`src/rtl/sort_pkg.sv`:
```
// sort_pkg: shared state codes and widths for the manual-sort buffer controller
package sort_pkg;
   localparam int N_ENTRIES = 8;
   localparam int POS_W = 3;
   localparam int CNT_W = 5;
   localparam logic [CNT_W-1:0] CNT_MAX = 5'd31;
   localparam logic [2:0] IDLE = 3'd0;
   localparam logic [2:0] SCAN = 3'd1;
   localparam logic [2:0] CHECK = 3'd2;
   localparam logic [2:0] SWAP = 3'd3;
   localparam logic [2:0] DONE = 3'd4;
endpackage

```
`src/rtl/pair_priority_enc.sv`:
```
// pair_priority_enc: lowest-index-first encode of adjacent out-of-order flags, 0 when none set
module pair_priority_enc
   import sort_pkg::*;
(
   input  logic [N_ENTRIES-2:0] gt,
   output logic [POS_W-1:0]     code
);
   always_comb
      code = gt[0] ? 3'd1 :
             gt[1] ? 3'd2 :
             gt[2] ? 3'd3 :
             gt[3] ? 3'd4 :
             gt[4] ? 3'd5 :
             gt[5] ? 3'd6 :
             gt[6] ? 3'd7 : 3'd0;
endmodule

```
`src/rtl/sort_controller.sv`:
```
// sort_controller: bubble-style sort of an 8-entry buffer, one swap of the first out-of-order pair per pass
module sort_controller
   import sort_pkg::*;
#(
   parameter int W = 4,
   parameter int N = N_ENTRIES
)
(
   input  logic             clk,
   input  logic             rst,
   input  logic             load_en,
   input  logic [2:0]       load_idx,
   input  logic [W-1:0]     load_data,
   input  logic             start,
   input  logic [2:0]       rd_idx,
   output logic [W-1:0]     rd_data,
   output logic             busy,
   output logic             done,
   output logic [CNT_W-1:0] swap_cnt,
   output logic [POS_W-1:0] pos
);
   logic [2:0]       state;
   logic [W-1:0]     mem [N];
   logic [N-2:0]     gt_reg;
   logic [POS_W-1:0] code;
   logic [POS_W-1:0] lo;
   pair_priority_enc u_enc (.gt(gt_reg), .code(code));
   assign lo = pos - POS_W'(1);
   assign rd_data = mem[rd_idx];
   assign busy = (state == SCAN) || (state == CHECK) || (state == SWAP);
   assign done = state == DONE;
   always_ff @(posedge clk) begin
      if (rst) begin
         state <= IDLE;
         for (int i = 0; i < N; i++) mem[i] <= '0;
         gt_reg <= '0;
         pos <= '0;
         swap_cnt <= '0;
      end else begin
         case (state)
            IDLE, DONE: begin
               if (load_en) mem[load_idx] <= load_data;
               if (start) begin
                  state <= SCAN;
                  swap_cnt <= '0;
               end
            end
            SCAN: begin
               for (int i = 0; i < N-1; i++) gt_reg[i] <= mem[i] > mem[i+1];
               state <= CHECK;
            end
            CHECK: begin
               pos <= code;
               state <= (code != '0) ? SWAP : DONE;
            end
            SWAP: begin
               mem[lo] <= mem[pos];
               mem[pos] <= mem[lo];
               swap_cnt <= (swap_cnt == CNT_MAX) ? swap_cnt : swap_cnt + CNT_W'(1);
               state <= SCAN;
            end
            default: state <= IDLE;
         endcase
      end
   end
endmodule

```
`config.mk`:
```
export PLATFORM = sky130hd
export DESIGN_NAME = sort_controller
export DESIGN_NICKNAME = d
export VERILOG_FILES = /design/src/rtl/sort_pkg.sv /design/src/rtl/pair_priority_enc.sv /design/src/rtl/sort_controller.sv
export SDC_FILE = /design/constraint.sdc
export NUM_CORES = 1
export LEC_CHECK = 0
export ABC_AREA = 0
export BUFFER_PORTS_ARGS = -buffer_cell sky130_fd_sc_hd__buf_4
export CAP_MARGIN = 30
export CORE_ASPECT_RATIO = 1.1
export CORE_MARGIN = 8
export CORE_UTILIZATION = 50
export DETAILED_ROUTE_END_ITERATION = 10
export HOLD_SLACK_MARGIN = 0.08
export PLACE_DENSITY = 0.68
export SYNTH_ARGS = -nofsm -noshare
export SYNTH_HDL_FRONTEND = slang
export SYNTH_HIERARCHICAL = 1
export SYNTH_SLANG_ARGS = --single-unit
```
`constraint.sdc`:
```
create_clock -name clk -period 6.78 [get_ports clk]
set_input_delay 0.678 -clock clk [delete_from_list [all_inputs] [get_ports clk]]
set_output_delay 0.678 -clock clk [all_outputs]
set_load 0.05 [all_outputs]
```
==> qor.yml, run 1 <==
rows: 35
grt_antenna_before_repair: 0
area_delta_synth_final_pct: 9.17
cp.required_ns: 6.74
worst_pin_slew_ns: 0.955
post_drt_via_cell_ratio: 6.29
synth_cells: 446
io_pins: 28
synthArstFlopShare_pct: 0
critPathMaxFanout: 26
cp-start-kind: "input pin"
grt_overflow_total: 0
cts_buffers: 5
multi_input_area_um2: 2530
clock_latency_ns: 0.31
cts_sinks: 53
seq_area_um2: 1380
slowest_stage: "nor4bb_1"
ctsLongestPathBuffers: 2
max_freq_ghz: 0.305
drv_cap: 0
cts_root_buf: "clkbuf_8"
synthesis.area_um2: 4160
ys_dominant_reg_cell: "edfxtp_1"
cpLargestDelayFamily: "simple AND/OR/NAND/NOR gates"
nets: 507
cp_cell_sequence: "buf_4, nor4bb_1, nand2_1, nor3_1, nor2_1, o21ai_0"
yosysSeqAreaShare_pct: 33.2
hold_viol: 0
p_leak_nw: 1.75
final_common_cell: "nand2_1"
cts.clk_slew.worst_paths_ns: 0.10
post-route-util_pct: 55.2
synth_warnings: 6
worstPathArrival_ns: 3.23
first_global_vias: 3507
gp_congestion: 0.927
wire_per_inst_um: 20.8
final_cell_mix: "nand2_1 (63), inv_1 (39), nor2_1 (38)"
drtPass1Iterations: 5
drt_iter0_markers: 469
hold_buffers: 0
synth.distinct_cells: 52
crit_type: "in -> reg"
placed_cells: 566
cts_setup_buffers: 0
start_util_pct: 50.6
syn_avg_cell_area_um2: 9.33
final_cells: 574
dieHeight_um: 112
min_period_ns: 3.28
critPathCaptureType: "flip-flop"
drc: 0
peakVddDrop_uv: 112
grt_max_degree: 27
tns_ns: 0
grt_pass1_wl_um: 19000
place_hpwl_um: 9280
wirelength_um: 12000
io_buffers: 27
grt_util_all_layers_pct: 21.5
critPathBufInv: 1
synth_edf_count: 32
slew_headroom_pct: 35.4
ys_ff_latch: 53
drive_gt1_share_pct: 16.8
power.density_nw_per_um2: 185
nFillCells: 780
max_stage_delay_ns: 0.84
core_area_um2: 8230
total_power_w: 0.000840
slew_violations: 0
cts_max_level: 2
syn_nets: 491
ctsResizeCount: 0
drt.antenna.violating_nets: 0
outcome: "completed"
die_x_um: 103
hp-class: "reg -> reg"
fin_skew_ns: 0.0115
diodes: 0
largest_reg_flops: 32
rsz0062_at_grt: "no"
setup_viol: 0
vias: 3612
fin_crit_sh_pct: 48.4
die_area_um2: 11500
cts_tree: "done"
==> worst min-delay path, stage by stage, from the launching register on <==
cell	delay, ns
dfxtp_1	0.35
nand2_1	0.05
o21ai_0	0.06
==> worst paths after layout <==
kind	startpoint	end	slack, ns	depth (start not counted)
worst min register to register	gt_reg[5]	gt_reg[5]	0.50	2
worst max-delay path	rst	mem[7][1]	3.50	6
worst max register to register	state[1]	mem[7][1]	3.60	5
worst min-delay path	gt_reg[5]	gt_reg[5]	0.50	2
==> where the power goes <==
group          switching [W]  leakage (nW)  total, W  internal, W
Sequential         0.0000309         0.502  0.000390     0.000359
Clock               0.000107        0.0669  0.000241     0.000134
Combinational       0.000128          1.19  0.000209    0.0000810
==> stage by stage <==
step | setup WS (ns) | area (µm²) | hold WS (ns)
floorplan | 3.44 | 4160 | 0.448
global placement | 3.32 | 4410 | 0.474
detailed placement | 3.19 | 4410 | 0.487
CTS | 3.53 | 4540 | 0.502
global route | 3.19 | 4540 | 0.526
finish | 3.50 | 4540 | 0.500
==> synth_stat cells (8+ instances only) <==
| library cell | instances | area share (%) |
|---|---|---|
| nor2b_1 | 9 | 1.4 |
| nand4_1 | 8 | 1.2 |
| a21oi_1 | 22 | 2.6 |
| o21ai_0 | 23 | 2.8 |
| nand2b_1 | 12 | 1.8 |
| nor2_1 | 38 | 3.4 |
| dfxtp_1 | 21 | 10 |
| inv_1 | 39 | 3.5 |
| edfxtp_1 | 32 | 23 |
| nor3_1 | 12 | 1.4 |
| nand2_1 | 63 | 5.7 |
| nand3_1 | 12 | 1.4 |
| clkbuf_1 | 8 | 0.72 |
| a22oi_1 | 26 | 4.7 |
| mux4_2 | 23 | 12 |
| ha_1 | 31 | 9.3 |
==> routing by layer <==
layer  share of wire (%)  GRT usage [%]  wire length (µm)  vias up
li1                    -              -                 -     1667
met1                  40           27.9              4800     1695
met2                  48           33.9              5700      217
met3                 9.1           4.43              1090       33
met4                 3.0           8.02               361        0
met5                   0              0                 0        -
==> layout make-up <==
type / instances / area share, %
Multi-Input combinational cell: 335 / 55.8
Inverter: 39 / 3.22
Clock inverter: 2 / 0.854
Timing Repair Buffer: 28 / 4.63
Tap cell: 111 / 3.06
Sequential cell: 53 / 30.4
Clock buffer: 6 / 2.06
==> cell families after synthesis <==
group,count (synthesis),share of synthesized area [%]
compound gates,95,14.8
xor+xnor,2,0.872
fa+ha+maj,31,9.32
buf+inv,58,5.92
flops,53,33.2
mux,35,15.6
simple gates,172,20.3
No activity file was read; power rests on OpenSTA's default activity.
==> run 2: changes to the inputs <==
- ABC_AREA: 0 -> 1
- clock period: 6.78 -> 3.43 ns (I/O delays scaled with it)
==> run 2 against run 1 <==
  * First-iteration DRC count decreased by 1.9%
  * Register-to-register slack worse by 3.0 ns
  * Routed wire length increased by 5.6%
  * Clock-buffer cell count decreased by 1
  * Critical path type is now reg -> reg
  * Area after synthesis is 0.21% lower
==> qor.yml, run 2 <==
outcome: "completed"
peakVddDrop_uv: 321
gr-usage-met2_pct: 34.1
grt_max_degree: 20
grt_antenna_before_repair: 0
core_area_um2: 8230
p_sw_share_pct: 48.7
final_common_cell: "nand2_1"
cts_max_level: 2
grt_pass1_wl_um: 19800
cts_root_buf: "clkbuf_8"
io_pins: 28
fin_area_um2: 4500
cts_buffers: 5
rsz0062_at_grt: "no"
cp-start-kind: "flip-flop"
cts_tree: "done"
critPathBufInv: 2
cpLargestDelayFamily: "flip-flops"
ctsLongestPathBuffers: 2
synth_area_leaders: "edfxtp_1 (23%), nand2_1 (13%), nand3_1 (10%)"
final_cells: 728
whs_endpoint: "state[2]"
clockPowerShare_pct: 16.2
largest_reg_flops: 32
rows: 35
crit_type: "reg -> reg"
hold_depth: 4
dieHeight_um: 112
slew_headroom_pct: 58.5
wire_per_inst_um: 17.4
nets: 661
synth_cells: 599
die_x_um: 103
final_cell_mix: "nand2_1 (147), nand3_1 (87), a21oi_1 (64)"
pre_cts_ws_ns: 0.656
fin_skew_ns: 0.0130
cts_setup_buffers: 0
start_util_pct: 50.5
cts.clk_slew.worst_paths_ns: 0.11
ys_ff_latch: 53
grt_overflow_total: 0
synth_edf_count: 32
reg2reg_to: "mem[2][0]"
syn_avg_cell_area_um2: 6.93
gp_congestion: 0.979
first_global_vias: 3802
io_buffers: 27
synth_warnings: 6
layout_setup_ws_ns: 0.579
r2r_slack_ns: 0.58
synthesis.area_um2: 4150
worst_pin_slew_ns: 0.615
grtUsageMet1_pct: 30.3
critPathMaxFanout: 19
synth.distinct_cells: 30
total_power_w: 0.00233
hp-class: "in -> reg"
synthArstFlopShare_pct: 0
ctsResizeCount: 0
holdCritStartpoint: "start"
hold_viol: 0
reg2reg_depth: 7
worstPathArrival_ns: 2.81
cp.required_ns: 3.39
cp_cell_sequence: "inv_2, ha_1, clkinv_1, nand3_1, nand2_1, nand2_2, o21ai_0"
grt_util_met3_pct: 2.56
slowest_stage: "dfxtp_1"
top_usage_layer: "met2"
placed_cells: 720
max_freq_ghz: 0.351
critPathCaptureType: "flip-flop"
placed_area_um2: 4410
nFillCells: 830
drt.antenna.violating_nets: 0
drv_cap: 0
area_delta_synth_final_pct: 8.37
die_area_um2: 11500
comb_power_share_pct: 46.9
post_drt_via_cell_ratio: 5.72
diodes: 0
synth_top_area_share_pct: 23.1
tns_ns: 0
slew_violations: 0
place_hpwl_um: 9530
vias: 4162
min_period_ns: 2.85
synth_most_common_cell: "nand2_1"
seq_area_um2: 1380
max_stage_delay_ns: 0.67
r2r-start: "pos[0]"
ys_dominant_reg_cell: "edfxtp_1"
yosys.area.top_type: "edfxtp_1"
syn_nets: 644
yosys-top-cells-count: "nand2_1 (147), nand3_1 (87), a21oi_1 (64)"
multi_input_area_um2: 2430
internal-power_w: 0.00120
p_leak_nw: 2.02
yosysSeqAreaShare_pct: 33.3
fin_crit_sh_pct: 83.1
drc: 0
clock_latency_ns: 0.32
wirelength_um: 12600
drive_gt1_share_pct: 10.7
drtPass1Iterations: 5
setup_viol: 0
switching_power_w: 0.00114
drt_iter0_markers: 460
hold_buffers: 0
power.density_nw_per_um2: 518
cts_sinks: 53
grt_util_all_layers_pct: 22.1
pwr-share-seq_pct: 36.9
-- run 2: worst reg2reg max path: cells and delay by family, from the launching register on --
family	cells	cell delay, ns
flops	1	0.67
compound gates	1	0.48
simple gates	3	0.39
fa+ha+maj	1	0.48
buf+inv	2	0.47
-- run 2: how the worst max path moves through the flow --
stage | from | endpoint | slack (ns) | cells past startpoint
global placement | pos[0] | mem[2][1] | 0.80 | 7
detailed placement | pos[0] | mem[2][0] | 0.66 | 7
floorplan | pos[0] | mem[2][0] | 0.72 | 10
finish | pos[0] | mem[2][0] | 0.58 | 7
global route | pos[0] | mem[0][0] | 0.38 | 8
CTS | pos[0] | mem[2][0] | 0.63 | 7
-- run 2: metal layers --
| metal | wire length (µm) | vias up |
|---|---|---|
| li1 | - | 2059 |
| met1 | 5450 | 1873 |
| met2 | 5800 | 200 |
| met3 | 1050 | 30 |
| met4 | 325 | 0 |
| met5 | 0 | - |
-- run 2: final cells by class --
class,instances,share of cell area (%)
clock buffers,5,1.53
multi-input cells,462,54.0
repair buffers,28,4.67
flip-flops and latches,53,30.7
clock inverters,3,0.528
well taps,111,3.09
inverters,66,5.50
-- run 2: power by group through the flow --
stage | Sequential, W | Clock [W] | Combinational [W]
after detailed placement | 0.000871 | 0 | 0.00107
after global placement | 0.000870 | 0 | 0.00105
after floorplan | 0.000846 | 0 | 0.000770
after global routing | 0.000871 | 0.000397 | 0.00119
final | 0.000860 | 0.000379 | 0.00109
after CTS | 0.000856 | 0.000376 | 0.00108
-- run 2: cells by family (layout without fill, tap and decap cells) --
| group | Yosys count | in the layout | synth area share [%] |
|---|---|---|---|
| buffers and inverters | 84 | 102 | 8.22 |
| AND/OR/NAND/NOR | 296 | 296 | 32.6 |
| XOR/XNOR | 1 | 1 | 0.211 |
| AO/OA/AOI/OAI | 134 | 134 | 16.4 |
| flip-flops | 53 | 53 | 33.3 |
| adder cells (fa/ha/maj) | 31 | 31 | 9.34 |
-- run 2: stage by stage --
stage | utilization, % | hold WS, ns
after floorplan | - | 0.502
after global placement | 53.6 | 0.485
after detailed placement | 53.6 | 0.492
after CTS | 54.7 | 0.288
after global routing | 54.7 | 0.309
final | 54.7 | 0.292
==> run 3: changes to the inputs <==
- PLACE_DENSITY: 0.68 -> 0.71
- clock period: 3.43 -> 2.35 ns (I/O delays scaled with it)
==> run 3 against run 2 <==
  * Sequential share of layout area shrank 0.58 points
  * Critical path depth is 2 higher
  * Clock power is 40% higher
  * Non-clock buffer count grew 10
  * Cell area grew 2.0%
  * Hold slack got worse by 0.11 ns
  * Critical path type unchanged
  * Highest routed layer unchanged
==> qor.yml, run 3 (same netlist as run 2, synthesis figures left out) <==
dieHeight_um: 112
r2r-start: "pos[1]"
critPathLaunch: "pos[1]"
switching_power_w: 0.00163
comb_power_share_pct: 48.5
post-route-util_pct: 55.8
reg2reg_depth: 9
fin_crit_sh_pct: 94.6
hold_viol: 0
cp.required_ns: 2.30
outcome: "completed"
largest_reg_flops: 32
start_util_pct: 50.5
cts_sinks: 53
io_buffers: 27
total_power_w: 0.00342
pwr-share-seq_pct: 36.0
setup_viol: 0
worst_pin_slew_ns: 0.586
gp_congestion: 0.976
crit_end: "mem[0][2]"
final_common_cell: "nand2_1"
cts.clk_slew.worst_paths_ns: 0.10
power.density_nw_per_um2: 744
p_sw_share_pct: 47.7
grt_overflow_total: 0
cts_max_level: 2
clockPowerShare_pct: 15.5
post_drt_via_cell_ratio: 5.80
grt_max_degree: 19
internal-power_w: 0.00179
vias: 4279
core_area_um2: 8230
drtPass1Iterations: 6
nets: 671
layout_setup_ws_ns: 0.126
io_pins: 28
wirelength_um: 12700
seq_area_um2: 1380
hp-class: "in -> reg"
multi_input_area_um2: 2450
grt_pass1_wl_um: 20100
p_leak_nw: 2.07
rows: 35
fin_hold_ws_ns: 0.178
wire_per_inst_um: 17.2
nFillCells: 848
worstPathArrival_ns: 2.17
clock_latency_ns: 0.32
grt_util_all_layers_pct: 22.4
first_global_vias: 3908
pre_cts_ws_ns: 0.175
peakVddDrop_uv: 345
slew_headroom_pct: 60.5
place_hpwl_um: 9720
final_cell_mix: "nand2_1 (147), nand3_1 (85), a21oi_1 (64)"
critPathMaxFanout: 5
drc: 0
fin_skew_ns: 0.0136
reg2reg_to: "mem[0][2]"
cts_buffers: 5
drt.antenna.violating_nets: 0
area_delta_synth_final_pct: 10.6
die_area_um2: 11500
drt_iter0_markers: 415
die_x_um: 103
drv_cap: 0
r2r_slack_ns: 0.13
crit_type: "reg -> reg"
cp-start-kind: "flip-flop"
placed_area_um2: 4490
drive_gt1_share_pct: 12.8
ctsLongestPathBuffers: 2
cts_tree: "done"
slew_violations: 0
diodes: 0
grt_antenna_before_repair: 0
critPathCaptureType: "flip-flop"
fin_area_um2: 4590
max_freq_ghz: 0.450
rsz0062_at_grt: "no"
cts_root_buf: "clkbuf_8"
min_period_ns: 2.22
run 3: power by group through the flow:
stage | logic [W] | clock network, W | registers (W)
global route | 0.00179 | 0.000573 | 0.00124
global placement | 0.00157 | 0 | 0.00124
detailed placement | 0.00160 | 0 | 0.00125
CTS | 0.00161 | 0.000540 | 0.00123
floorplan | 0.00113 | 0 | 0.00124
finish | 0.00166 | 0.000530 | 0.00123
run 3: how the worst min path moves through the flow:
stage | depth (start not counted) | to | from | slack (ns)
after CTS | 4 | state[2] | start | 0.17
after global placement | 2 | swap_cnt[4] | swap_cnt[4] | 0.48
after global routing | 4 | state[2] | start | 0.20
after floorplan | 3 | state[2] | start | 0.42
after detailed placement | 2 | swap_cnt[4] | swap_cnt[4] | 0.49
final | 4 | state[2] | start | 0.18
run 3: layout make-up:
class	count	share of cell area [%]
multi-input combinational	462	53.3
sequential	53	30.1
timing repair buffer	38	6.21
inverter	66	5.39
tap	111	3.02
clock buffer	5	1.50
clock inverter	3	0.463
run 3: critical path: stages, from the launching register on:
cell,delay (ns)
dfxtp_1,0.39
inv_1,0.10
ha_1,0.23
inv_1,0.08
nand2_1,0.05
nand2_1,0.17
nand3_1,0.09
nand2_1,0.12
nand2_2,0.11
o21ai_0,0.50
run 3: repair_timing:
item	4_1_cts	5_1_grt
buffers inserted	0	0
hold buffers	0	0
setup endpoints to repair	0	12
resized for setup	0	4
run 3: through the flow:
| step | instances | TNS, ns |
|---|---|---|
| after floorplan | 599 | -1.14 |
| after global placement | 730 | 0 |
| after detailed placement | 730 | 0 |
| after CTS | 738 | 0 |
| after global routing | 738 | 0 |
| final | 738 | 0 |
run 3: routing by layer:
layer	GRT usage [%]	vias up	wire length [µm]
met5	0	-	0
met4	9.66	0	414
met3	3.12	50	1230
met2	35.5	247	5960
met1	29.2	1902	5100
li1	-	2080	-
